File: config.mk
export PLATFORM = sky130hd
export DESIGN_NAME = comefa_controller_flat
export DESIGN_NICKNAME = d
export VERILOG_FILES = /design/src/rtl/comefa_controller_pkg.sv /design/src/rtl/comefa_controller_if.sv /design/src/rtl/comefa_controller.sv /design/src/flat_wrapper.sv
export SDC_FILE = /design/constraint.sdc
export NUM_CORES = 1
export LEC_CHECK = 0
export ABC_AREA = 1
export CAP_MARGIN = 20
export CORE_MARGIN = 4
export CORE_UTILIZATION = 45
export DETAILED_ROUTE_END_ITERATION = 6
export PLACE_DENSITY = 0.8
export SLEW_MARGIN = 20
export SYNTH_ARGS = -nofsm -noshare
export SYNTH_HDL_FRONTEND = slang
export SYNTH_SLANG_ARGS = --single-unit
File: constraint.sdc
create_clock -name clk -period 2.7 [get_ports clk]
set_clock_uncertainty 0.05 [all_clocks]
set_input_delay 0.27 -clock clk [delete_from_list [all_inputs] [get_ports clk]]
set_output_delay 0.27 -clock clk [all_outputs]
set_load 0.02 [all_outputs]
File: src/rtl/comefa_controller_pkg.sv
// rtl/comefa_controller_pkg.sv - shared widths, field positions and FSM encoding for the comefa sequencer
package comefa_controller_pkg;

    localparam int AWIDTH   = 9;
    localparam int DWIDTH   = 40;
    localparam int RF_WIDTH = 8;

    localparam int SEL_MSB  = DWIDTH - 1;
    localparam int SEL_LSB  = DWIDTH - 2;

    typedef enum logic [2:0] {
        ST_IDLE  = 3'd0,
        ST_FETCH = 3'd1,
        ST_LOAD  = 3'd2,
        ST_ISSUE = 3'd3,
        ST_DONE  = 3'd4,
        ST_HOLD  = 3'd5
    } state_t;

    // The selector bits are control-only; the compute RAMs see them as zero.
    function automatic logic [DWIDTH-1:0] micro_instr(input logic [DWIDTH-1:0] word);
        return {2'b00, word[SEL_LSB-1:0]};
    endfunction

    function automatic logic [RF_WIDTH-1:0] repeat_count(
        input logic [1:0]          sel,
        input logic [RF_WIDTH-1:0] rf0,
        input logic [RF_WIDTH-1:0] rf1,
        input logic [RF_WIDTH-1:0] rf2,
        input logic [RF_WIDTH-1:0] rf3
    );
        logic [RF_WIDTH-1:0] r;
        case (sel)
            2'd0:    r = rf0;
            2'd1:    r = rf1;
            2'd2:    r = rf2;
            default: r = rf3;
        endcase
        return (r == '0) ? RF_WIDTH'(1) : r;
    endfunction

endpackage

File: src/rtl/comefa_controller_if.sv
// rtl/comefa_controller_if.sv - CPU, instruction dpram and comefa RAM signals of the sequencer
interface comefa_controller_if;
    import comefa_controller_pkg::*;

    logic                start;
    logic                done;
    logic [AWIDTH-1:0]   stored_instr_addr;
    logic [AWIDTH-1:0]   stored_instr_start_addr;
    logic [AWIDTH-1:0]   stored_instr_end_addr;
    logic [DWIDTH-1:0]   stored_instruction;
    logic [AWIDTH-1:0]   exec_instr_addr;
    logic [DWIDTH-1:0]   exec_instruction;
    logic                execute;
    logic [RF_WIDTH-1:0] rf0;
    logic [RF_WIDTH-1:0] rf1;
    logic [RF_WIDTH-1:0] rf2;
    logic [RF_WIDTH-1:0] rf3;

    modport master (
        input  start, stored_instr_start_addr, stored_instr_end_addr, stored_instruction,
        input  rf0, rf1, rf2, rf3,
        output done, stored_instr_addr, exec_instr_addr, exec_instruction, execute
    );

    modport slave (
        output start, stored_instr_start_addr, stored_instr_end_addr, stored_instruction,
        output rf0, rf1, rf2, rf3,
        input  done, stored_instr_addr, exec_instr_addr, exec_instruction, execute
    );

endinterface

File: src/rtl/comefa_controller.sv
// rtl/comefa_controller.sv - expands the stored macro-instruction window into comefa micro-instruction writes
module comefa_controller
    import comefa_controller_pkg::*;
(
    input  logic                clk,
    input  logic                reset,
    comefa_controller_if.master bus
);

    state_t              state_q, state_d;
    logic [AWIDTH-1:0]   pc_q, pc_d;
    logic [AWIDTH-1:0]   fetch_addr_q, fetch_addr_d;
    logic [AWIDTH-1:0]   exec_addr_q, exec_addr_d;
    logic [DWIDTH-1:0]   exec_instr_q, exec_instr_d;
    logic [RF_WIDTH-1:0] i_q, i_d;
    logic [RF_WIDTH-1:0] n_q, n_d;
    logic                execute_q, execute_d;
    logic                done_q, done_d;
    logic [1:0]          sel;

    assign sel = bus.stored_instruction[SEL_MSB:SEL_LSB];

    always_ff @(posedge clk or posedge reset) begin
        if (reset) begin
            state_q      <= ST_IDLE;
            pc_q         <= '0;
            fetch_addr_q <= '0;
            exec_addr_q  <= '0;
            exec_instr_q <= '0;
            i_q          <= '0;
            n_q          <= '0;
            execute_q    <= 1'b0;
            done_q       <= 1'b0;
        end else begin
            state_q      <= state_d;
            pc_q         <= pc_d;
            fetch_addr_q <= fetch_addr_d;
            exec_addr_q  <= exec_addr_d;
            exec_instr_q <= exec_instr_d;
            i_q          <= i_d;
            n_q          <= n_d;
            execute_q    <= execute_d;
            done_q       <= done_d;
        end
    end

    // Output registers are loaded on the edge entering a state, so execute
    // is high exactly while ISSUE is current; done lands the cycle after DONE.
    always_comb begin
        state_d      = state_q;
        pc_d         = pc_q;
        fetch_addr_d = fetch_addr_q;
        exec_addr_d  = exec_addr_q;
        exec_instr_d = exec_instr_q;
        i_d          = i_q;
        n_d          = n_q;
        execute_d    = 1'b0;
        done_d       = 1'b0;

        case (state_q)
            ST_IDLE: begin
                if (bus.start) begin
                    pc_d         = bus.stored_instr_start_addr;
                    fetch_addr_d = bus.stored_instr_start_addr;
                    state_d      = ST_FETCH;
                end
            end
            ST_FETCH: begin
                state_d = ST_LOAD;
            end
            ST_LOAD: begin
                n_d          = repeat_count(sel, bus.rf0, bus.rf1, bus.rf2, bus.rf3);
                i_d          = '0;
                exec_addr_d  = bus.stored_instruction[AWIDTH-1:0];
                exec_instr_d = micro_instr(bus.stored_instruction);
                execute_d    = 1'b1;
                state_d      = ST_ISSUE;
            end
            ST_ISSUE: begin
                if (i_q == n_q - 1'b1) begin
                    if (pc_q == bus.stored_instr_end_addr) begin
                        state_d = ST_DONE;
                    end else begin
                        pc_d         = pc_q + 1'b1;
                        fetch_addr_d = pc_q + 1'b1;
                        state_d      = ST_FETCH;
                    end
                end else begin
                    i_d         = i_q + 1'b1;
                    exec_addr_d = exec_addr_q + 1'b1;
                    execute_d   = 1'b1;
                end
            end
            ST_DONE: begin
                done_d  = 1'b1;
                state_d = ST_HOLD;
            end
            ST_HOLD: begin
                // A start still held from the finished run must not retrigger.
                if (!bus.start) begin
                    state_d = ST_IDLE;
                end
            end
            default: begin
                state_d = ST_IDLE;
            end
        endcase
    end

    assign bus.done              = done_q;
    assign bus.execute           = execute_q;
    assign bus.stored_instr_addr = fetch_addr_q;
    assign bus.exec_instr_addr   = exec_addr_q;
    assign bus.exec_instruction  = exec_instr_q;

endmodule

File: src/flat_wrapper.sv
// flat-port wrapper written by rule: the top's interface ports become plain ports
module comefa_controller_flat import comefa_controller_pkg::*;
  (clk, reset, bus_start, bus_stored_instr_start_addr, bus_stored_instr_end_addr, bus_stored_instruction, bus_rf0, bus_rf1, bus_rf2, bus_rf3, bus_done, bus_stored_instr_addr, bus_exec_instr_addr, bus_exec_instruction, bus_execute);
  comefa_controller_if bus_i ();
  input  logic clk;
  input  logic reset;
  input wire logic [$bits(bus_i.start)-1:0] bus_start;
  input wire logic [$bits(bus_i.stored_instr_start_addr)-1:0] bus_stored_instr_start_addr;
  input wire logic [$bits(bus_i.stored_instr_end_addr)-1:0] bus_stored_instr_end_addr;
  input wire logic [$bits(bus_i.stored_instruction)-1:0] bus_stored_instruction;
  input wire logic [$bits(bus_i.rf0)-1:0] bus_rf0;
  input wire logic [$bits(bus_i.rf1)-1:0] bus_rf1;
  input wire logic [$bits(bus_i.rf2)-1:0] bus_rf2;
  input wire logic [$bits(bus_i.rf3)-1:0] bus_rf3;
  output wire logic [$bits(bus_i.done)-1:0] bus_done;
  output wire logic [$bits(bus_i.stored_instr_addr)-1:0] bus_stored_instr_addr;
  output wire logic [$bits(bus_i.exec_instr_addr)-1:0] bus_exec_instr_addr;
  output wire logic [$bits(bus_i.exec_instruction)-1:0] bus_exec_instruction;
  output wire logic [$bits(bus_i.execute)-1:0] bus_execute;
  assign bus_i.start = bus_start;
  assign bus_i.stored_instr_start_addr = bus_stored_instr_start_addr;
  assign bus_i.stored_instr_end_addr = bus_stored_instr_end_addr;
  assign bus_i.stored_instruction = bus_stored_instruction;
  assign bus_i.rf0 = bus_rf0;
  assign bus_i.rf1 = bus_rf1;
  assign bus_i.rf2 = bus_rf2;
  assign bus_i.rf3 = bus_rf3;
  assign bus_done = bus_i.done;
  assign bus_stored_instr_addr = bus_i.stored_instr_addr;
  assign bus_exec_instr_addr = bus_i.exec_instr_addr;
  assign bus_exec_instruction = bus_i.exec_instruction;
  assign bus_execute = bus_i.execute;
  comefa_controller u_core (.clk(clk), .reset(reset), .bus(bus_i));
endmodule
# Word-level counts from Yosys, hierarchy flattened
# Index checks and enable logic that the tools add are counted.
# op_classes
n_addsub	4
eq_ne	14
muxes	19
n_reduce_logical	8
# op_table
op	count
$mux 9	4
$pmux 9 s2	2
$mux 8	3
$pmux 8 s3	1
$add 9x1->9 const B	2
$pmux 3 s6	1
$pmux 8 s2	1
$mux 3	4
$eq 9x9->1	1
$add 8x1->8 const B	1
$eq 8x8->1	1
$logic_not 8->1	1
$ne 2x2->1 const B	4
$sub 8x1->8 const B	1
$eq 3x2->1 const B	2
$eq 3x3->1 const B	2
$reduce_and 4->1	1
$reduce_bool 2->1	2
$eq 3x1->1 const B	1
$logic_not 3->1	1
$reduce_and 3->1	1
$eq 2x1->1 const B	1
$eq 2x2->1 const B	1
$logic_not 2->1	1
4 further kinds	5
# totals
regBits	77
in_bits	93
output_inout_bits	60
wordCells	53

# Longest topological paths before layout
# Gate-level depths: netlist of the first run.
# logic_depth
word_depth	5
depth_mapped	15
mapped_depth_nobuf	14

# Worst setup path before layout of the first run
# OpenSTA, ideal clock, no wires.
# synth_timing
path_type	reg2reg
startpoint	register u_core.n_q[0]
endpoint	register u_core.fetch_addr_q[7] (netlist: u_core.bus.stored_instr_addr[7])
setup_time_ns	0.118
arrival_ns	1.671
required_time_ns	2.532
path_slack_ns	0.861
stages_incl_launch_ff	16
path_buffers	1
synth_period_minus_slack_ns	1.839
path_cell_list	dfrtp_1 -> inv_1 -> ha_1 -> nand2_1 -> inv_1 -> nor2_1 -> nand2_1 -> nor2_1 -> nand2_1 -> nor2_1 -> nand3_1 -> nand2_2 -> buf_6 -> nand2_4 -> nand2_1 -> nand2_1
# synth_via
elab_chain_len	4
# synth_rtl
item	line	rtl
start: declaration	comefa_controller.sv:16	logic [RF_WIDTH-1:0] n_q, n_d;
start signal: assignment	comefa_controller.sv:41	n_q <= n_d;
$sub 8x1->8	comefa_controller.sv:80	if (i_q == n_q - 1'b1) begin
$eq 8x8->1	comefa_controller.sv:80	
$ne 2x1->1 (no line)	n/a	
$reduce_and 4->1 (no line)	n/a	
end signal: assignment	comefa_controller.sv:37	fetch_addr_q <= fetch_addr_d;
end: declaration	comefa_controller.sv:12	logic [AWIDTH-1:0] fetch_addr_q, fetch_addr_d;
# No other way between the ends.
# A chain may end at the register's enable or synchronous reset.

# Worst setup path after layout of the first run
# layout_timing
startpoint	register u_core.n_q[0]
endpoint	register u_core.exec_addr_q[0] (netlist: u_core.bus.exec_instr_addr[0])
# layout_via
elab_chain_len	4
# layout_rtl
item	line	rtl
$sub 8x1->8	comefa_controller.sv:80	
$eq 8x8->1	comefa_controller.sv:80	
$ne 2x2->1 (no line)	n/a	
$reduce_and 2->1 (no line)	n/a	
end signal: assignment	comefa_controller.sv:38	exec_addr_q <= exec_addr_d;
end: declaration	comefa_controller.sv:13	logic [AWIDTH-1:0] exec_addr_q, exec_addr_d;
# No other way between the ends.

==> results.py, run 1 <==
metrics = {
    "outcome": {
        "status": "completed",
    },
    "global_route": {
        "grt_overflow_total": 0,
        "grt_pass1_wl_um": 19600,
        "track_usage_pct": 21.6,
        "grt_start_max_net_pins": 45,
        "grt_pass1_vias": 4275,
        "antenna_found_initial": 0,
    },
    "place": {
        "port_buffers": 150,
        "place_ws_ps": 456,
        "placed_cell_area_mm2": 0.00587,
        "hpwl_um": 9130,
        "gp_congestion": 0.933,
    },
    "floorplan": {
        "fp-row-count": 35,
        "die-area_mm2": 0.0111,
        "io_pins": 153,
        "core_area_mm2": 0.00924,
        "dieWidth_um": 106,
        "die_h_um": 106,
        "initial_core_util_pct": 46.3,
    },
    "detailed_routing": {
        "ant_nets": 0,
        "routed_wl_um": 12000,
        "drc": 0,
        "viasPerCell": 4.93,
        "drt_iter0_markers": 166,
        "wire_per_inst_um": 13.8,
        "vias": 4283,
        "dr.pass1.iters": 4,
    },
    "critical_path": {
        "worstPathRequired_ps": 2890,
        "cpMaxStageDelayCell": "dfrtp_1",
        "r2r.worst_path.cells": 14,
        "critPathMaxFanout": 19,
        "path_buf_inv": 2,
        "critPathTopFamily": "simple AND/OR/NAND/NOR gates",
        "crit_type": "reg2reg",
        "worst_setup_path_end_kind": "flip-flop",
        "r2r-end": "u_core.bus.exec_instr_addr[0]$_DFFE_PP0P_",
        "crit_chain": "inv_1 > ha_1 > nand2_1 > inv_1 > nor2_1 > nand2_1 > nor2_1 > nand2_1 > nor2_1 > nand3_1 > nand2_2 > nand2_4 > nand2_1 > nand2_1",
        "r2r_slack_ps": 360,
        "arrival_ps": 2530,
        "cp_slowest_stage_delay_ps": 390,
        "crit-reg2reg-launch": "u_core.n_q[0]$_DFFE_PP0P_",
        "worst_setup_path_start_kind": "flip-flop",
        "crit_top_cell": "nand2_1",
    },
    "timing": {
        "fin_crit_sh_pct": 86.6,
        "hold_viol": 0,
        "tns_ps": 0,
        "max_slew_margin_pct": 60.5,
        "worst_slack_ps": 362,
        "max_freq_mhz": 428,
        "rsz0062_at_grt": "no",
        "worst_pin_slew_ps": 592,
        "fin_crit_ps": 2340,
        "whs_ps": 228,
        "setup_viol": 0,
        "drv_slew": 0,
    },
    "worst_hold_path": {
        "hold_path_class": "in2async",
    },
    "final_layout": {
        "mostFrequentLayoutCells": "nand2_1, clkdlybuf4s50_1, dfrtp_1",
        "final.fill_count": 757,
        "finalCoreUtilization_pct": 66.1,
        "antenna_cells": 0,
        "final_area_mm2": 0.00611,
        "fin_nets": 831,
        "layout_commonest_cell": "nand2_1",
        "drive_gt1_share_pct": 4.74,
        "syn_to_final_growth_pct": 42.7,
    },
    "clock_tree": {
        "cts.path.max_buffers": 2,
        "cts_buffers": 9,
        "path_clk_slew_ps": 80,
        "hold_buffers": 0,
        "cts.sinks": 77,
        "ctsResizeCount": 0,
        "insertion_delay_ps": 350,
        "cts_tree": "yes",
        "cts.htree.levels": 3,
        "post_cts_buffers": 0,
        "cts_root_buf": "clkbuf_8",
    },
    "power": {
        "p_leak_nw": 2.95,
        "vdd_ir_drop_max_mv": 0.784,
        "power.density_mw_per_mm2": 1090,
    },
    "synth": {
        "syn_area_mm2": 0.00428,
        "synthFlopType": "dfrtp_1",
        "synth-warning-count": 0,
        "synth_cell_types": 37,
        "ys_ff_latch": 77,
        "ys_seq_area_share_pct": 45.0,
        "avgSynthCellArea_um2": 7.28,
        "async_flop_share_pct": 100,
        "synth_edf_count": 0,
        "synth_cells": 588,
    },
    "job": {
        "cap_violations": 0,
    },
}
per-layer routing:
| layer | part of all wire, % | up-vias | track usage (%) |
|---|---|---|---|
| met5 | 0 | - | 0 |
| met4 | 1.4 | 0 | 7.22 |
| met3 | 7.8 | 14 | 6.12 |
| met2 | 53 | 111 | 39.3 |
| met1 | 38 | 2031 | 24.2 |
| li1 | - | 2127 | - |
worst max-delay path by stage:
| stage | start | endpoint | slack [ps] | depth (start not counted) |
|---|---|---|---|---|
| 2_1_floorplan | reset | u_core.bus.done$_DFF_PP0_ | 410 | 1 |
| 3_3_place_gp | u_core.n_q[0]$_DFFE_PP0P_ | u_core.state_q[1]$_DFFE_PP0P_ | 500 | 13 |
| 3_5_place_dp | u_core.n_q[0]$_DFFE_PP0P_ | u_core.state_q[0]$_DFFE_PP0P_ | 460 | 13 |
| 4_1_cts | u_core.n_q[0]$_DFFE_PP0P_ | u_core.bus.exec_instr_addr[0]$_DFFE_PP0P_ | 380 | 14 |
| 5_1_grt | u_core.n_q[0]$_DFFE_PP0P_ | u_core.bus.exec_instr_addr[0]$_DFFE_PP0P_ | 170 | 14 |
| 6_report | u_core.n_q[0]$_DFFE_PP0P_ | u_core.bus.exec_instr_addr[0]$_DFFE_PP0P_ | 360 | 14 |
report_power, final:
| group | switching, mW | total [mW] | internal (mW) |
|---|---|---|---|
| logic | 1.95 | 3.43 | 1.47 |
| registers | 0.481 | 2.15 | 1.66 |
| clock network | 0.417 | 1.06 | 0.639 |
| total | 2.85 | 6.63 | 3.78 |
metrics by stage:
step,power [mW],std cells
finish,6.63,868
CTS,6.68,868
detailed placement,5.59,852
global placement,5.45,852
floorplan,4.20,589
global route,7.13,868
Yosys cell counts (2+ instances only):
cell / n / share of area (%)
clkbuf_1: 5 / 0.44
a31oi_1: 2 / 0.29
nand2_4: 2 / 0.53
nor2_1: 47 / 4.1
nand2_1: 254 / 22
xor2_1: 8 / 1.6
o211ai_1: 2 / 0.35
inv_1: 39 / 3.4
nand4_1: 5 / 0.73
buf_2: 8 / 0.94
o21ai_1: 3 / 0.35
inv_2: 3 / 0.26
nor3b_1: 2 / 0.35
buf_6: 4 / 1.1
xnor2_1: 13 / 2.7
a21oi_1: 6 / 0.70
o21ai_0: 31 / 3.6
ha_1: 4 / 1.2
dfrtp_1: 77 / 45
buf_4: 4 / 0.70
nor2_4: 2 / 0.53
nor3_1: 3 / 0.35
nand3_1: 50 / 5.8
state kept, by name (all words and copies together) (netlist names):
name / count
u_core.bus.done: 1
u_core.bus.exec_instr_addr: 9
u_core.bus.exec_instruction: 38
u_core.bus.execute: 1
u_core.bus.stored_instr_addr: 9
u_core.i_q: 8
u_core.n_q: 8
u_core.state_q: 3
cells by family (layout without fill, tap and decap cells):
group	count (synthesis)	after routing	share of synthesized area, %
buffers and inverters	65	215	7.07
DFF	77	77	45.0
other	1	2	0.0876
and+or+nand+nor	370	370	35.7
AOI/OAI and AO/OA	50	50	6.64
xor gates and xnor gates	21	21	4.30
adders and majority gates	4	4	1.17
final cells by class:
| class | count | area [um^2] | share of cell area [%] |
|---|---|---|---|
| Timing Repair Buffer | 156 | 1560 | 25.5 |
| Sequential cell | 77 | 1930 | 31.6 |
| Multi-Input combinational cell | 447 | 2050 | 33.6 |
| Tap cell | 129 | 161 | 2.64 |
| Inverter | 43 | 165 | 2.70 |
| Clock inverter | 4 | 95.1 | 1.56 |
| Clock buffer | 12 | 145 | 2.38 |
worst reg2reg max path, cell delays in order, from the launching register on:
cell     delay [ps]
dfrtp_1         390
inv_1           110
ha_1            310
nand2_1          70
inv_1            30
nor2_1          100
nand2_1          70
nor2_1           90
nand2_1          60
nor2_1           90
nand3_1          90
nand2_2         330
nand2_4         230
nand2_1         140
nand2_1          60
Note: power is estimated with default switching activity, not from simulation.
==> inputs of run 2 (changes only) <==
CORE_UTILIZATION = 25   (was 45)
PLACE_DENSITY = unset   (was 0.8)
SKIP_LAST_GASP = 1   (was unset)
==> results.py, run 2 (same netlist as run 1, synthesis figures left out) <==
metrics = {
    "detailed_routing": {
        "vias": 4054,
        "dr.pass1.iters": 4,
        "drc": 0,
        "viasPerCell": 4.22,
        "ant_nets": 0,
        "wire_per_inst_um": 12.8,
        "drt_iter0_markers": 146,
        "routed_wl_um": 12300,
    },
    "floorplan": {
        "die_h_um": 139,
        "fp-row-count": 47,
        "initial_core_util_pct": 25.6,
        "io_pins": 153,
        "die-area_mm2": 0.0193,
        "core_area_mm2": 0.0167,
        "dieWidth_um": 139,
    },
    "timing": {
        "rsz0062_at_grt": "no",
        "fin_crit_ps": 2230,
        "tns_ps": 0,
        "hold_viol": 0,
        "worst_pin_slew_ps": 578,
        "setup_viol": 0,
        "max_freq_mhz": 449,
        "fin_crit_sh_pct": 82.5,
        "max_slew_margin_pct": 61.4,
        "drv_slew": 0,
    },
    "clock_tree": {
        "path_clk_slew_ps": 60,
        "cts_root_buf": "clkbuf_16",
        "cts_tree": "yes",
        "cts.htree.levels": 3,
        "cts.path.max_buffers": 2,
        "post_cts_buffers": 0,
        "cts_buffers": 9,
        "cts.sinks": 77,
        "ctsResizeCount": 0,
        "hold_buffers": 0,
        "insertion_delay_ps": 330,
    },
    "place": {
        "gp_congestion": 0.814,
        "hpwl_um": 9190,
        "port_buffers": 150,
    },
    "power": {
        "vdd_ir_drop_max_mv": 0.473,
        "p_leak_nw": 2.99,
        "power.density_mw_per_mm2": 1080,
        "power_mw": 6.80,
    },
    "worst_hold_path": {
        "hold_path_class": "in2async",
    },
    "job": {
        "cap_violations": 0,
    },
    "final_layout": {
        "mostFrequentLayoutCells": "nand2_1, clkdlybuf4s50_1, dfrtp_1",
        "drive_gt1_share_pct": 5.14,
        "fin_nets": 832,
        "syn_to_final_growth_pct": 47.4,
        "largest_reg_flops": 38,
        "antenna_cells": 0,
        "layout_commonest_cell": "nand2_1",
    },
    "global_route": {
        "grt_pass1_wl_um": 20700,
        "grt_overflow_total": 0,
        "track_usage_pct": 13.1,
        "antenna_found_initial": 0,
        "grt_start_max_net_pins": 78,
        "grt_pass1_vias": 4106,
    },
    "outcome": {
        "status": "completed",
    },
    "critical_path": {
        "worst_setup_path_start_kind": "flip-flop",
        "worstPathRequired_ps": 2840,
        "arrival_ps": 2360,
        "critPathMaxFanout": 16,
        "worst_setup_path_end_kind": "flip-flop",
        "crit_type": "reg2reg",
    },
}
## run 2: layout make-up
type | instances | area (um^2)
Inverter | 43 | 165
Fill cell | 1762 | 10400
Clock inverter | 5 | 56.3
Sequential cell | 77 | 1930
Clock buffer | 11 | 253
Multi-Input combinational cell | 447 | 2050
Tap cell | 220 | 275
Timing Repair Buffer | 157 | 1580
## run 2: per-stage QoR
stage / hold slack, ps / utilization [%] / cell area (um^2) / setup slack, ps / std cells
4_1_cts: 307 / 37.8 / 6310 / 460 / 960
2_1_floorplan: 337 / - / 4280 / 413 / 589
5_1_grt: 306 / 37.8 / 6310 / 143 / 960
3_3_place_gp: 402 / 35.9 / 6000 / 505 / 944
6_report: 285 / 37.8 / 6310 / 473 / 960
3_5_place_dp: 408 / 35.9 / 6000 / 460 / 944
## run 2: worst max-delay path: stages (launching register included)
cell	delay [ps]
dfrtp_1	400
inv_1	140
ha_1	260
nand2_1	70
inv_1	30
nor2_1	70
nand2_1	50
nor2_1	90
nand2_1	50
nor2_1	80
nand3_1	90
nand2_2	310
buf_4	270
o211ai_1	100
## run 2: power breakdown
| group | internal, mW | switching, mW | total [mW] |
|---|---|---|---|
| sequential | 1.67 | 0.469 | 2.14 |
| clock | 0.766 | 0.485 | 1.25 |
| combinational | 1.49 | 1.92 | 3.41 |
| total | 3.92 | 2.88 | 6.80 |
## run 2: metal layers
layer	GRT usage (%)	part of all wire, %
met1	15.5	42
met2	22.2	49
met3	5.00	7.0
met4	3.96	1.7
met5	0	0
## run 2: worst paths after layout
check	startpoint	to	slack [ps]	depth (start not counted)
min reg2reg	u_core.bus.exec_instruction[19]$_DFFE_PP0P_	u_core.bus.exec_instruction[19]$_DFFE_PP0P_	420	2
min	reset	u_core.bus.exec_instruction[9]$_DFFE_PP0P_	290	3
max reg2reg	u_core.n_q[0]$_DFFE_PP0P_	u_core.state_q[1]$_DFFE_PP0P_	470	13
max in group asynchronous	reset	u_core.n_q[2]$_DFFE_PP0P_	1980	3
max	u_core.n_q[0]$_DFFE_PP0P_	u_core.state_q[1]$_DFFE_PP0P_	470	13
min in group clk	u_core.bus.exec_instruction[19]$_DFFE_PP0P_	u_core.bus.exec_instruction[19]$_DFFE_PP0P_	420	2
==> inputs of run 3 (changes only) <==
clock period = 2 ns   (was 2.7 ns; I/O delays follow)
==> results.py, run 3 (same netlist as run 1, synthesis figures left out) <==
metrics = {
    "outcome": {
        "status": "completed",
    },
    "floorplan": {
        "initial_core_util_pct": 25.6,
        "die-area_mm2": 0.0193,
        "fp-row-count": 47,
        "core_area_mm2": 0.0167,
        "dieWidth_um": 139,
        "die_h_um": 139,
        "io_pins": 153,
    },
    "timing": {
        "max_slew_margin_pct": 65.3,
        "worst_pin_slew_ps": 519,
        "hold_viol": 0,
        "fin_crit_sh_pct": 95.5,
        "worst_slack_ps": 91.0,
        "drv_slew": 0,
        "setup_viol": 0,
        "fin_crit_ps": 1910,
        "rsz0062_at_grt": "yes",
        "max_freq_mhz": 524,
        "whs_ps": 274,
    },
    "final_layout": {
        "mostFrequentLayoutCells": "nand2_1, clkdlybuf4s50_1, dfrtp_1",
        "fin_nets": 849,
        "largest_reg_flops": 38,
        "layout_commonest_cell": "nand2_1",
        "syn_to_final_growth_pct": 54.9,
        "antenna_cells": 0,
        "drive_gt1_share_pct": 10.2,
        "multi_input_area_mm2": 0.00217,
        "final.fill_count": 1735,
        "seqCellArea_mm2": 0.00193,
        "final_cells": 977,
    },
    "place": {
        "post-place-cells": 952,
        "port_buffers": 150,
        "place_ws_ps": 75.7,
        "gp_congestion": 0.803,
        "hpwl_um": 9340,
    },
    "clock_tree": {
        "cts.path.max_buffers": 2,
        "path_clk_slew_ps": 60,
        "hold_buffers": 0,
        "insertion_delay_ps": 330,
        "cts_tree": "yes",
        "cts.sinks": 77,
        "cts_root_buf": "clkbuf_16",
        "cts_buffers": 9,
        "cts.htree.levels": 3,
    },
    "worst_hold_path": {
        "hold_path_class": "in2async",
    },
    "detailed_routing": {
        "dr.pass1.iters": 4,
        "drc": 0,
        "wire_per_inst_um": 13.0,
        "drt_iter0_markers": 254,
        "ant_nets": 0,
        "vias": 4173,
        "viasPerCell": 4.27,
        "routed_wl_um": 12700,
    },
    "critical_path": {
        "crit_top_cell": "nand2_1",
        "cp_slowest_stage_delay_ps": 380,
        "crit_chain": "inv_2 > ha_4 > nand2_2 > inv_2 > nor2_2 > nand2_1 > nor2_1 > nand2_1 > nor2_1 > nand3_1 > nand2_4 > buf_12 > nand2_8 > nand2_2 > nand2_1",
        "cpMaxStageDelayCell": "dfrtp_1",
        "worstPathRequired_ps": 2170,
        "arrival_ps": 2070,
        "worst_setup_path_start_kind": "flip-flop",
        "worst_setup_path_end_kind": "flip-flop",
        "critPathMaxFanout": 7,
        "crit_type": "reg2reg",
        "path_buf_inv": 3,
        "critPathTopFamily": "simple AND/OR/NAND/NOR gates",
    },
    "global_route": {
        "track_usage_pct": 12.8,
        "grt_start_max_net_pins": 78,
        "grt_pass1_vias": 4099,
        "grt_pass1_wl_um": 20600,
        "grt_overflow_total": 0,
        "antenna_found_initial": 0,
    },
    "power": {
        "p_leak_nw": 3.11,
        "power.density_mw_per_mm2": 1510,
        "vdd_ir_drop_max_mv": 0.689,
    },
    "job": {
        "cap_violations": 0,
    },
}
==> run 3: cell types whose count changed in the layout (fill, tap and decap cells not counted), sizes merged <==
cell | before | now
buf | 7 | 22
bufinv | 1 | 3
clkbuf | 11 | 13
clkinv | 3 | 1
inv | 43 | 42
nand2 | 257 | 258
==> run 3: worst reg2reg max path, cell delays in order (launching register included) <==
cell     delay, ps
dfrtp_1        380
inv_2           70
ha_4           200
nand2_2         70
inv_2           30
nor2_2          80
nand2_1         50
nor2_1          80
nand2_1         60
nor2_1          90
nand3_1        110
nand2_4        150
buf_12         150
nand2_8         80
nand2_2         80
nand2_1         60
==> run 3: path summary, 6_finish.rpt <==
check,endpoint,startpoint,cells after the start,slack [ps]
max,u_core.bus.stored_instr_addr[6]$_DFFE_PP0P_,u_core.n_q[1]$_DFFE_PP0P_,15,90
min,u_core.bus.exec_instruction[11]$_DFFE_PP0P_,reset,3,270
max reg2reg,u_core.bus.stored_instr_addr[6]$_DFFE_PP0P_,u_core.n_q[1]$_DFFE_PP0P_,15,90
min reg2reg,u_core.bus.exec_instruction[0]$_DFFE_PP0P_,u_core.bus.exec_instruction[0]$_DFFE_PP0P_,2,420
max in group asynchronous,u_core.bus.exec_instruction[1]$_DFFE_PP0P_,reset,3,1300
min in group clk,u_core.bus.exec_instruction[26]$_DFFE_PP0P_,bus_stored_instruction[26],3,350
==> run 3: cell type report <==
| cell class | instances | area share (%) |
|---|---|---|
| Multi-Input combinational cell | 448 | 32.7 |
| Sequential cell | 77 | 29.1 |
| Timing Repair Buffer | 173 | 26.4 |
| Tap cell | 220 | 4.15 |
| Clock buffer | 12 | 3.72 |
| Inverter | 43 | 2.53 |
| Clock inverter | 4 | 1.43 |
==> run 3: metal layers <==
metal	part of all wire (%)	GRT usage (%)	vias to the layer above
li1	-	-	2173
met1	43	15.4	1887
met2	49	21.8	100
met3	6.8	4.14	13
met4	1.4	4.12	0
met5	0	0	-
==> run 3: power by group <==
| part | internal (mW) | leakage [nW] | switching (mW) | total [mW] |
|---|---|---|---|---|
| clock network | 1.25 | 0.167 | 0.626 | 1.88 |
| logic | 2.38 | 1.99 | 2.84 | 5.22 |
| registers | 2.25 | 0.954 | 0.639 | 2.89 |
| total | 5.89 | 3.11 | 4.11 | 9.99 |
==> run 3: timing repair <==
action                                  CTS  global route
endpoints found under the setup margin    0            29
setup buffers                             0             7
resized for setup                         0            32
==> run 3: through the flow <==
stage | power (mW) | utilization (%) | setup TNS, ps | cell area [um^2]
floorplan | 5.67 | - | 0 | 4290
global placement | 7.65 | 36.4 | 0 | 6080
detailed placement | 7.69 | 36.4 | 0 | 6080
CTS | 9.64 | 38.4 | 0 | 6420
global route | 10.8 | 39.7 | -1110 | 6630
finish | 9.99 | 39.7 | 0 | 6630
